<file path="src/rtl/mips_ctrl_pkg.sv">
// mips_ctrl_pkg: shared state encoding, instruction fields, ALU op codes and error codes for the MIPS control FSM
package mips_ctrl_pkg;
  typedef enum logic [3:0] {
    BOOT, FETCH, DECODE, EXEC_R, WB_R, EXEC_I, WB_I, MEM_ADDR,
    MEM_RD, MEM_WB, MEM_WR, BRANCH, JUMP, JAL, JR, HALT
  } state_t;
  typedef enum logic [2:0] {CLS_IDLE, CLS_ADDR, CLS_EXEC_R, CLS_EXEC_I, CLS_BRANCH} cls_t;
  localparam logic [5:0] OP_R    = 6'b000000;
  localparam logic [5:0] OP_LW   = 6'b100011;
  localparam logic [5:0] OP_SW   = 6'b101011;
  localparam logic [5:0] OP_ADDI = 6'b001000;
  localparam logic [5:0] OP_SLTI = 6'b001010;
  localparam logic [5:0] OP_BEQ  = 6'b000100;
  localparam logic [5:0] OP_J    = 6'b000010;
  localparam logic [5:0] OP_JAL  = 6'b000011;
  localparam logic [5:0] FN_ADD  = 6'b100000;
  localparam logic [5:0] FN_SUB  = 6'b100010;
  localparam logic [5:0] FN_AND  = 6'b100100;
  localparam logic [5:0] FN_OR   = 6'b100101;
  localparam logic [5:0] FN_SLT  = 6'b101010;
  localparam logic [5:0] FN_JR   = 6'b001000;
  localparam logic [2:0] ALU_AND = 3'b000;
  localparam logic [2:0] ALU_OR  = 3'b001;
  localparam logic [2:0] ALU_ADD = 3'b010;
  localparam logic [2:0] ALU_SUB = 3'b110;
  localparam logic [2:0] ALU_SLT = 3'b111;
  localparam logic [1:0] ERR_NONE    = 2'b00;
  localparam logic [1:0] ERR_TIMEOUT = 2'b01;
  localparam logic [1:0] ERR_ILLEGAL = 2'b10;
  // FETCH and MEM_ADDR both compute an address with the adder
  function automatic cls_t state_class(input state_t s);
    return (s == FETCH || s == MEM_ADDR) ? CLS_ADDR :
           s == EXEC_R ? CLS_EXEC_R :
           s == EXEC_I ? CLS_EXEC_I :
           s == BRANCH ? CLS_BRANCH : CLS_IDLE;
  endfunction
endpackage

</file>
<file path="src/rtl/alu_decoder.sv">
// alu_decoder: maps the state class and instruction fields to the ALU operation and flags unknown instructions
module alu_decoder
  import mips_ctrl_pkg::*;
#(
  parameter int ALUOP_W = 3
) (
  input  logic [2:0]         cls,
  input  logic [5:0]         opcode,
  input  logic [5:0]         funct,
  output logic [ALUOP_W-1:0] aluop,
  output logic               legal
);
  logic [2:0] r_op, op;
  logic       r_ok;
  always_comb begin
    r_op = ALU_ADD;
    r_ok = 1'b1;
    case (funct)
      FN_ADD:  r_op = ALU_ADD;
      FN_SUB:  r_op = ALU_SUB;
      FN_AND:  r_op = ALU_AND;
      FN_OR:   r_op = ALU_OR;
      FN_SLT:  r_op = ALU_SLT;
      FN_JR:   r_op = ALU_ADD;
      default: r_ok = 1'b0;
    endcase
  end
  assign legal = opcode == OP_R ? r_ok :
                 opcode inside {OP_LW, OP_SW, OP_ADDI, OP_SLTI, OP_BEQ, OP_J, OP_JAL};
  assign op = cls == CLS_EXEC_R ? r_op :
              cls == CLS_EXEC_I ? (opcode == OP_SLTI ? ALU_SLT : ALU_ADD) :
              cls == CLS_ADDR   ? ALU_ADD :
              cls == CLS_BRANCH ? ALU_SUB : ALU_AND;
  assign aluop = ALUOP_W'(op);
endmodule

</file>
<file path="src/rtl/mc_controller.sv">
// mc_controller: multi-cycle MIPS control FSM with memory-ready wait/timeout.
// Define ILLEGAL_TRAP_EN to halt on unknown instructions instead of treating them as NOPs.
module mc_controller
  import mips_ctrl_pkg::*;
#(
  parameter int unsigned MEM_TIMEOUT = 15,
  parameter int          ALUOP_W     = 3
) (
  input  logic               clk,
  input  logic               rst,
  input  logic [5:0]         opcode,
  input  logic [5:0]         opr,
  input  logic               zero,
  input  logic               mem_ready,
  output logic               pcwrite,
  output logic               irwrite,
  output logic               iord,
  output logic               selreg,
  output logic               regdst,
  output logic               alusrc,
  output logic               memread,
  output logic               memwrite,
  output logic               pcsrc,
  output logic               jal,
  output logic               jr,
  output logic               jmp,
  output logic               regwrite,
  output logic               memtoreg,
  output logic [ALUOP_W-1:0] aluopration,
  output logic               halted,
  output logic [1:0]         err_code
);
  localparam int CNT_W = MEM_TIMEOUT > 1 ? $clog2(MEM_TIMEOUT + 1) : 1;
`ifdef ILLEGAL_TRAP_EN
  localparam state_t ILL_NXT = HALT;
`else
  localparam state_t ILL_NXT = FETCH;
`endif
  state_t           state, nxt;
  logic [CNT_W-1:0] cnt;
  logic [1:0]       err, err_nxt;
  logic             legal, waiting, tmo;
  alu_decoder #(.ALUOP_W(ALUOP_W)) u_dec (
    .cls   (state_class(state)),
    .opcode(opcode),
    .funct (opr),
    .aluop (aluopration),
    .legal (legal)
  );
  assign waiting = state inside {FETCH, MEM_RD, MEM_WR};
  // a ready arriving on the final count still completes the access
  assign tmo = waiting && MEM_TIMEOUT != 0 && !mem_ready && (32'(cnt) + 32'd1 == MEM_TIMEOUT);
  always_ff @(posedge clk or negedge rst) begin
    if (!rst) begin
      state <= BOOT;
      cnt   <= '0;
      err   <= ERR_NONE;
    end else begin
      state <= nxt;
      cnt   <= nxt != state ? '0 : cnt + CNT_W'(!mem_ready);
      err   <= err_nxt;
    end
  end
  always_comb begin
    nxt     = state;
    err_nxt = err;
    case (state)
      BOOT:     nxt = FETCH;
      FETCH:    nxt = mem_ready ? DECODE : tmo ? HALT : FETCH;
      DECODE:   nxt = !legal ? ILL_NXT :
                      opcode == OP_R ? (opr == FN_JR ? JR : EXEC_R) :
                      (opcode == OP_LW || opcode == OP_SW) ? MEM_ADDR :
                      opcode == OP_BEQ ? BRANCH :
                      opcode == OP_J   ? JUMP :
                      opcode == OP_JAL ? JAL : EXEC_I;
      EXEC_R:   nxt = WB_R;
      EXEC_I:   nxt = WB_I;
      MEM_ADDR: nxt = opcode == OP_LW ? MEM_RD : MEM_WR;
      MEM_RD:   nxt = mem_ready ? MEM_WB : tmo ? HALT : MEM_RD;
      MEM_WR:   nxt = mem_ready ? FETCH : tmo ? HALT : MEM_WR;
      HALT:     nxt = HALT;
      default:  nxt = FETCH;
    endcase
    if (nxt == HALT && state != HALT) err_nxt = tmo ? ERR_TIMEOUT : ERR_ILLEGAL;
  end
  always_comb begin
    {pcwrite, irwrite, iord, selreg, regdst, alusrc, memread,
     memwrite, pcsrc, jal, jr, jmp, regwrite, memtoreg} = '0;
    case (state)
      FETCH:            begin memread = 1'b1; irwrite = mem_ready; pcwrite = mem_ready; end
      WB_R:             begin regdst = 1'b1; regwrite = 1'b1; end
      EXEC_I, MEM_ADDR: alusrc = 1'b1;
      WB_I:             regwrite = 1'b1;
      MEM_RD:           begin iord = 1'b1; memread = 1'b1; end
      MEM_WB:           begin memtoreg = 1'b1; regwrite = 1'b1; end
      MEM_WR:           begin iord = 1'b1; memwrite = 1'b1; end
      BRANCH:           begin pcsrc = 1'b1; pcwrite = opcode == OP_BEQ && zero; end
      JUMP:             begin jmp = 1'b1; pcwrite = 1'b1; end
      JAL:              begin jmp = 1'b1; jal = 1'b1; selreg = 1'b1; regwrite = 1'b1; pcwrite = 1'b1; end
      JR:               begin jmp = 1'b1; jr = 1'b1; pcwrite = 1'b1; end
      default:          ;
    endcase
  end
  assign halted   = state == HALT;
  assign err_code = err;
endmodule
</file>
<file path="config.mk">
export PLATFORM = sky130hd
export DESIGN_NAME = mc_controller
export DESIGN_NICKNAME = d
export VERILOG_FILES = /design/src/rtl/mips_ctrl_pkg.sv /design/src/rtl/alu_decoder.sv /design/src/rtl/mc_controller.sv
export SDC_FILE = /design/constraint.sdc
export NUM_CORES = 1
export LEC_CHECK = 0
export CORE_MARGIN = 3
export CORE_UTILIZATION = 45
export CTS_CLUSTER_SIZE = 12
export DETAILED_ROUTE_END_ITERATION = 10
export GPL_TIMING_DRIVEN = 0
export PLACE_DENSITY_LB_ADDON = 0.15
export SKIP_LAST_GASP = 1
export SYNTH_ARGS = -nofsm -noshare
export SYNTH_HDL_FRONTEND = slang
export SYNTH_SLANG_ARGS = --single-unit
</file>
<file path="constraint.sdc">
create_clock -name clk -period 3.54 [get_ports clk]
set_input_delay 0.708 -clock clk [delete_from_list [all_inputs] [get_ports clk]]
set_output_delay 0.708 -clock clk [all_outputs]
set_load 0.1 [all_outputs]
</file>
==> results of run 1 <==
[cells in the final DEF (no fill, tap or decap), drive strengths merged, types with 2 or more instances in the layout]
| cell | instances |
|---|---|
| nand4b | 3 |
| clkdlybuf4s50 | 29 |
| buf | 5 |
| dfrtp | 10 |
| nand3 | 4 |
| nand2b | 6 |
| nand2 | 12 |
| a32oi | 2 |
| a21oi | 5 |
| a211oi | 7 |
| ha | 2 |
| nor4 | 3 |
| o41ai | 2 |
| o22ai | 2 |
| clkbuf | 7 |
| o21ai | 2 |
| or4bb | 2 |
| inv | 9 |
| dlygate4sd2 | 2 |
| a311oi | 2 |
| or2 | 2 |
| o31ai | 3 |
| or3 | 2 |
| nor2 | 16 |
| nor3 | 6 |
| and2 | 2 |
[flip-flops by register name (all words and copies together), names as in the netlist]
signal	count
err_code	2
cnt	4
state	4
[area by class of cell]
type                    count  area share
multi-input cells         105       0.492
repair buffers             34       0.235
flip-flops and latches     10       0.178
clock buffers               4      0.0259
inverters                   9      0.0241
well taps                  27      0.0241
plain buffers               6      0.0205
[power by group]
group | switching, uW | internal (uW) | total, uW
clock network | 43.1 | 62.5 | 106
registers | 30.2 | 152 | 182
logic | 718 | 222 | 940
[critical path: stages]
cell and delay (ns):
clkdlybuf4s50_1 0.50, or4_4 0.59, nor2_1 0.20, and4_1 0.22, or3_1 0.09, buf_2 0.41
[final timing paths]
path | to | cells after the start
max in group asynchronous | cnt[3] | 1
max reg2reg | err_code[1] | 5
min in group asynchronous | state[0] | 1
max | pcwrite | 6
min | err_code[0] | 1
min reg2reg | err_code[0] | 1
[logic make-up (layout without fill, tap and decap cells)]
| logic type | Yosys count | after routing |
|---|---|---|
| and+or+nand+nor | 65 | 65 |
| muxes | 1 | 1 |
| AOI/OAI and AO/OA | 35 | 35 |
| buffers and inverters | 15 | 53 |
| adders and majority gates | 2 | 2 |
| xor gates and xnor gates | 2 | 2 |
| DFF | 10 | 10 |
[through the flow]
stage / std cells / instance area, um^2
after global routing: 195 / 1400
after floorplan: 130 / 1000
after CTS: 195 / 1420
after global placement: 191 / 1380
after detailed placement: 191 / 1380
final: 195 / 1400
[repair_timing]
action,CTS,global route
resized for setup,11,4
setup endpoints to repair,5,2
gates cloned,0,0
pin swaps,0,0
hold buffers,0,0
[metal layers]
layer,track usage,vias to the layer above,share of wire
met5,0,-,0
met3,0.0479,6,0.081
met2,0.370,52,0.48
met1,0.280,553,0.42
li1,-,573,-
met4,0.0809,0,0.017
==> metrics.md, run 1 <==
| Metric | Value |
|---|---|
| Critical Path AT | 2.73 ns |
| Simple-gate share of the synthesized area | 0.365 |
| Worst-skew pair later-pin latency | 0.27 ns |
| Critical R2R Launch | state[0] |
| Multi-input gate area | 691 um^2 |
| Post-synth EDFFs | 0 |
| Clk buf depth | 2 |
| CTS clock-pin slew for the worst setup and hold paths | 0.07 ns |
| Leak Pwr | 0.000581 uW |
| Post-DP HPWL | 2.45 mm |
| Crit Path Max Fanout | 6 |
| Peak supply drop | 0.485 mV |
| Register area | 250 um^2 |
| Ys flop type | dfrtp_1 |
| Post-synth cell types | 46 |
| Final min period | 3.44 ns |
| Num ports | 36 |
| Synth Register Bits | 10 |
| Top cells by count, synth | nor2_1, nand2_1, dfrtp_1 |
| Detailed-route via count | 1184 |
| DP Worst Slack | -0.606 ns |
| Core Area | 0.00202 mm^2 |
| RSZ-0062 raised after global routing | no |
| Final setup viols | 0 |
| Worst rel slew slack | 0.349 |
| Die area | 0.00281 mm^2 |
| Synth Area in Adders | 0.0252 |
| Fillers | 179 |
| Synth Instances | 130 |
| TritonCTS Sinks | 10 |
| Remaining routing DRC violations | 0 |
| CTS tree | yes |
| Cts bufs inserted | 3 |
| Number of max-cap violations | 0 |
| Synth Area in Compound Gates | 0.267 |
| Crit. Startpoint | opcode[5] |
| Register area share after synthesis | 0.252 |
| Area growth from synthesis to layout | 41.2% |
| ANT nets after route | 0 |
| WL/cell | 15.2 um |
| Initial DRC count | 45 |
| Clock skew | 0.00622 ns |
| Worst Hold Class | reg2reg |
| Share of layout cells above drive strength 1 | 0.107 |
| Die Ht | 53.0 um |
| Fmax | 291 MHz |
| Largest family of logic cells by synthesized area | simple AND/OR/NAND/NOR gates |
| Syn_area_per_cell | 7.64 um^2 |
| Flop2flop setup slack | 1.57 ns |
| Fin worst setup slack | 0.0980 ns |
| Max H-tree Level | 1 |
| Nets@finish | 187 |
| Top cell type's share of synthesized area | 0.252 |
| CP Launch Type | input pin |
| Vias per inst | 6.07 |
| Power density over cell area | 875 mW/mm^2 |
| Hold slack | 0.485 ns |
| Crit path kind | in2out |
| Mux share of post-synthesis cell area | 0.0101 |
| Final Cycle Share | 0.972 |
| Root Driver | clkbuf_4 |
| Async S/R FF share, synth | 1.00 |
| Vias in the first global route | 1095 |
| Net Count, Synth | 148 |
| Worst EP required | 2.83 ns |
| Status | completed |
| Setup TNS | 0 ns |
| Area of the mapped netlist | 993 um^2 |
| # Post-CTS Setup Buffers | 0 |
| Largest net degree at the start of global routing | 11 |
| Endpoint type of the worst setup path | primary output |
| Top cell type by total area after synthesis | dfrtp_1 |
| Initial antenna violation count | 0 |
| Slew Limit Fails | 0 |
| XOR/XNOR Fraction of Synth Area | 0.0176 |
| Starting Density | 0.491 |
| Routed WL | 2.97 mm |
| Pwr Total | 1230 uW |
| Actual slew at the worst max-slew pin | 0.973 ns |
| Post-layout util | 0.694 |
| N_diodes | 0 |
| Die width | 53.0 um |
| Total global-route track usage | 0.222 |
| Synth top area cells | dfrtp_1, nor2_1, a211oi_1 |
| Final hold violation count | 0 |
| 1st-pass router iterations | 4 |
| GPL Wtd Cong | 0.920 |
| Port Buffers | 34 |
| Most frequent cell after synthesis | nor2_1 |
| Row count | 16 |
| Hold path startpoint | err_code[0] |
| First-pass GRT wire length | 4.74 mm |
| Congestion Overflow GR | 0 |
| Synth warn | 0 |
Power figures use the tool's default switching activity.
==> run 2: changes to the inputs <==
--- a/config.mk
+++ b/config.mk
@@ -11,6 +11,7 @@
 export DETAILED_ROUTE_END_ITERATION = 10
 export GPL_TIMING_DRIVEN = 0
 export PLACE_DENSITY_LB_ADDON = 0.15
+export SETUP_SLACK_MARGIN = 0.5
 export SKIP_LAST_GASP = 1
 export SYNTH_ARGS = -nofsm -noshare
 export SYNTH_HDL_FRONTEND = slang
==> run 2 against run 1 <==
Against the previous run: global-route usage increased by 0.88 points; clock skew fell by 0.0014 ns; clock power is essentially flat; clock-buffer cell count is the same; register-to-register slack improved by 0.09 ns; sequential power hardly changed; non-clock buffer count grew 1; final cell count is 0.51% higher; largest cell class unchanged; highest routed layer unchanged.
==> metrics.md, run 2 (synthesis gave the netlist of run 1 again) <==
| Metric | Value |
|---|---|
| Status | completed |
| Clock skew | 0.00481 ns (-0.00141 ns) |
| CTS clock-pin slew for the worst setup and hold paths | 0.06 ns (about the same) |
| Core Area | 0.00202 mm^2 (unchanged) |
| Actual slew at the worst max-slew pin | 0.972 ns (-0.00143 ns) |
| Sw Ratio | 0.638 (-0.00707) |
| Sequential power share | 0.144 (-0.004) |
| Vias per inst | 6.05 (-0.43%) |
| Share of layout cells above drive strength 1 | 0.201 (+0.0940) |
| Routed WL | 2.89 mm (-2.6%) |
| Power density over cell area | 878 mW/mm^2 (+0.34%) |
| Initial antenna violation count | 0 (unchanged) |
| Worst rel slew slack | 0.351 (+0.00192) |
| Nets@finish | 188 (+0.53%) |
| Root Driver | clkbuf_4 |
| Peak supply drop | 0.619 mV (+28%) |
| N_diodes | 0 (unchanged) |
| Die Ht | 53.0 um (unchanged) |
| Register area | 250 um^2 (unchanged) |
| Worst Hold Class | reg2reg |
| Combinational fraction of design power | 0.773 (+0.007) |
| Vias in the first global route | 1103 (+0.73%) |
| Crit path kind | in2out |
| Final Cycle Share | 0.871 (-0.101) |
| Number of max-cap violations | 0 (unchanged) |
| Endpoint type of the worst setup path | primary output |
| Clk buf depth | 2 (unchanged) |
| Area growth from synthesis to layout | 44.1% |
| Critical path cell sequence | clkdlybuf4s50_1 > or4_4 > nor2_2 > and4_1 > or3_1 > buf_12 |
| Die width | 53.0 um (unchanged) |
| ANT nets after route | 0 (unchanged) |
| Final hold violation count | 0 (unchanged) |
| Setup TNS | 0 ns (unchanged) |
| Max incr delay on CP | 0.55 ns (-0.04 ns) |
| CP Launch Type | input pin |
| Net Sw Power | 802 uW (+1.3%) |
| Commonest non-fill, non-tap cell in the layout | nor2_1 |
| Crit path max-delay cell type | or4_4 |
| Internal | 455 uW (+4.4%) |
| Commonest non-fill, non-tap cells in the layout | nor2_1, nand2_1, clkdlybuf4s50_1 |
| Congestion Overflow GR | 0 (unchanged) |
| Final min period | 3.08 ns (-0.358 ns) |
| Cts bufs inserted | 3 (unchanged) |
| Multi-input gate area | 714 um^2 (+3.4%) |
| Worst EP required | 2.83 ns (about the same) |
| Fin worst setup slack | 0.456 ns (+0.358 ns) |
| GPL Wtd Cong | 0.944 (+2.6%) |
| Cells after DPL | 191 (unchanged) |
| Pwr Total | 1260 uW (+2.4%) |
| First-pass GRT wire length | 4.87 mm (+2.8%) |
| Detailed-route via count | 1185 (+0.084%) |
| 1st-pass router iterations | 4 (unchanged) |
| Starting Density | 0.491 (unchanged) |
| Fmax | 324 MHz (+12%) |
| Leak Pwr | 0.000675 uW (+16%) |
| DP Worst Slack | -0.572 ns (+0.0340 ns) |
| TritonCTS Sinks | 10 (unchanged) |
| Final setup viols | 0 (unchanged) |
| CTS tree | yes |
| Clock network fraction of design power | 0.083 (-0.003) |
| Worst-skew pair later-pin latency | 0.27 ns (about the same) |
| Largest net degree at the start of global routing | 11 (unchanged) |
| Die area | 0.00281 mm^2 (unchanged) |
| RSZ-0062 raised after global routing | yes |
| Port Buffers | 34 (unchanged) |
| Critical Path AT | 2.38 ns (-0.35 ns) |
| Row count | 16 (unchanged) |
| Slew Limit Fails | 0 (unchanged) |
| Num ports | 36 (unchanged) |
| WL/cell | 14.8 um (-3.1%) |
| Post-DP HPWL | 2.33 mm (-4.8%) |
| Non-Filler Instances | 196 (+0.51%) |
| Fillers | 173 (-3.4%) |
| Max H-tree Level | 1 (unchanged) |
| Total global-route track usage | 0.231 (+0.00885) |
| Crit Path Max Fanout | 4 (-2) |
| Remaining routing DRC violations | 0 (unchanged) |
| Initial DRC count | 40 (-11%) |
-- run 2: area by class of cell --
cell class / count / share of cell area
inverter: 9 / 0.0236
clock buffer: 4 / 0.0253
timing repair buffer: 35 / 0.233
multi-input combinational: 105 / 0.499
tap: 27 / 0.0236
sequential: 10 / 0.175
buffer: 6 / 0.0201
-- run 2: through the flow --
step,hold WS [ns],utilization,instance area (um^2)
3_5_place_dp,0.483,0.690,1400
4_1_cts,0.504,0.710,1440
6_report,0.498,0.708,1430
2_1_floorplan,0.412,-,1020
5_1_grt,0.533,0.708,1430
3_3_place_gp,0.461,0.690,1400
-- run 2: routing by layer --
layer / vias to the layer above / global-route usage / wire, um
met5: - / 0 / 0
met3: 6 / 0.0620 / 214
met2: 48 / 0.362 / 1400
met1: 559 / 0.299 / 1240
met4: 0 / 0.0936 / 42
li1: 572 / - / -
-- run 2: critical path: cells and delay by family --
kind / cells / cell delay, ns
simple gates: 4 / 1.04
buf+inv: 2 / 0.63
-- run 2: final timing paths --
check / endpoint / from / slack, ns / cells after the start
worst max-delay path: pcwrite / opcode[4] / 0.46 / 6
worst min-delay path: err_code[0] / err_code[0] / 0.50 / 1
worst max register to register: err_code[1] / state[0] / 1.66 / 5
worst min register to register: err_code[0] / err_code[0] / 0.50 / 1
max in group asynchronous: err_code[1] / rst / 2.51 / 1
min in group asynchronous: cnt[2] / rst / 0.73 / 1
-- run 2: power by group through the flow --
stage	combinational [uW]	sequential (uW)	clock, uW
floorplan	677	253	0
global placement	958	180	0
detailed placement	966	183	0
CTS	962	180	107
global route	1030	188	112
finish	972	181	104
-- run 2: timing repair --
action	4_1_cts	5_1_grt
pin swaps	1	2
buffers inserted	1	0
hold buffers	0	0
gates resized for setup	42	26
setup endpoints to repair	15	15
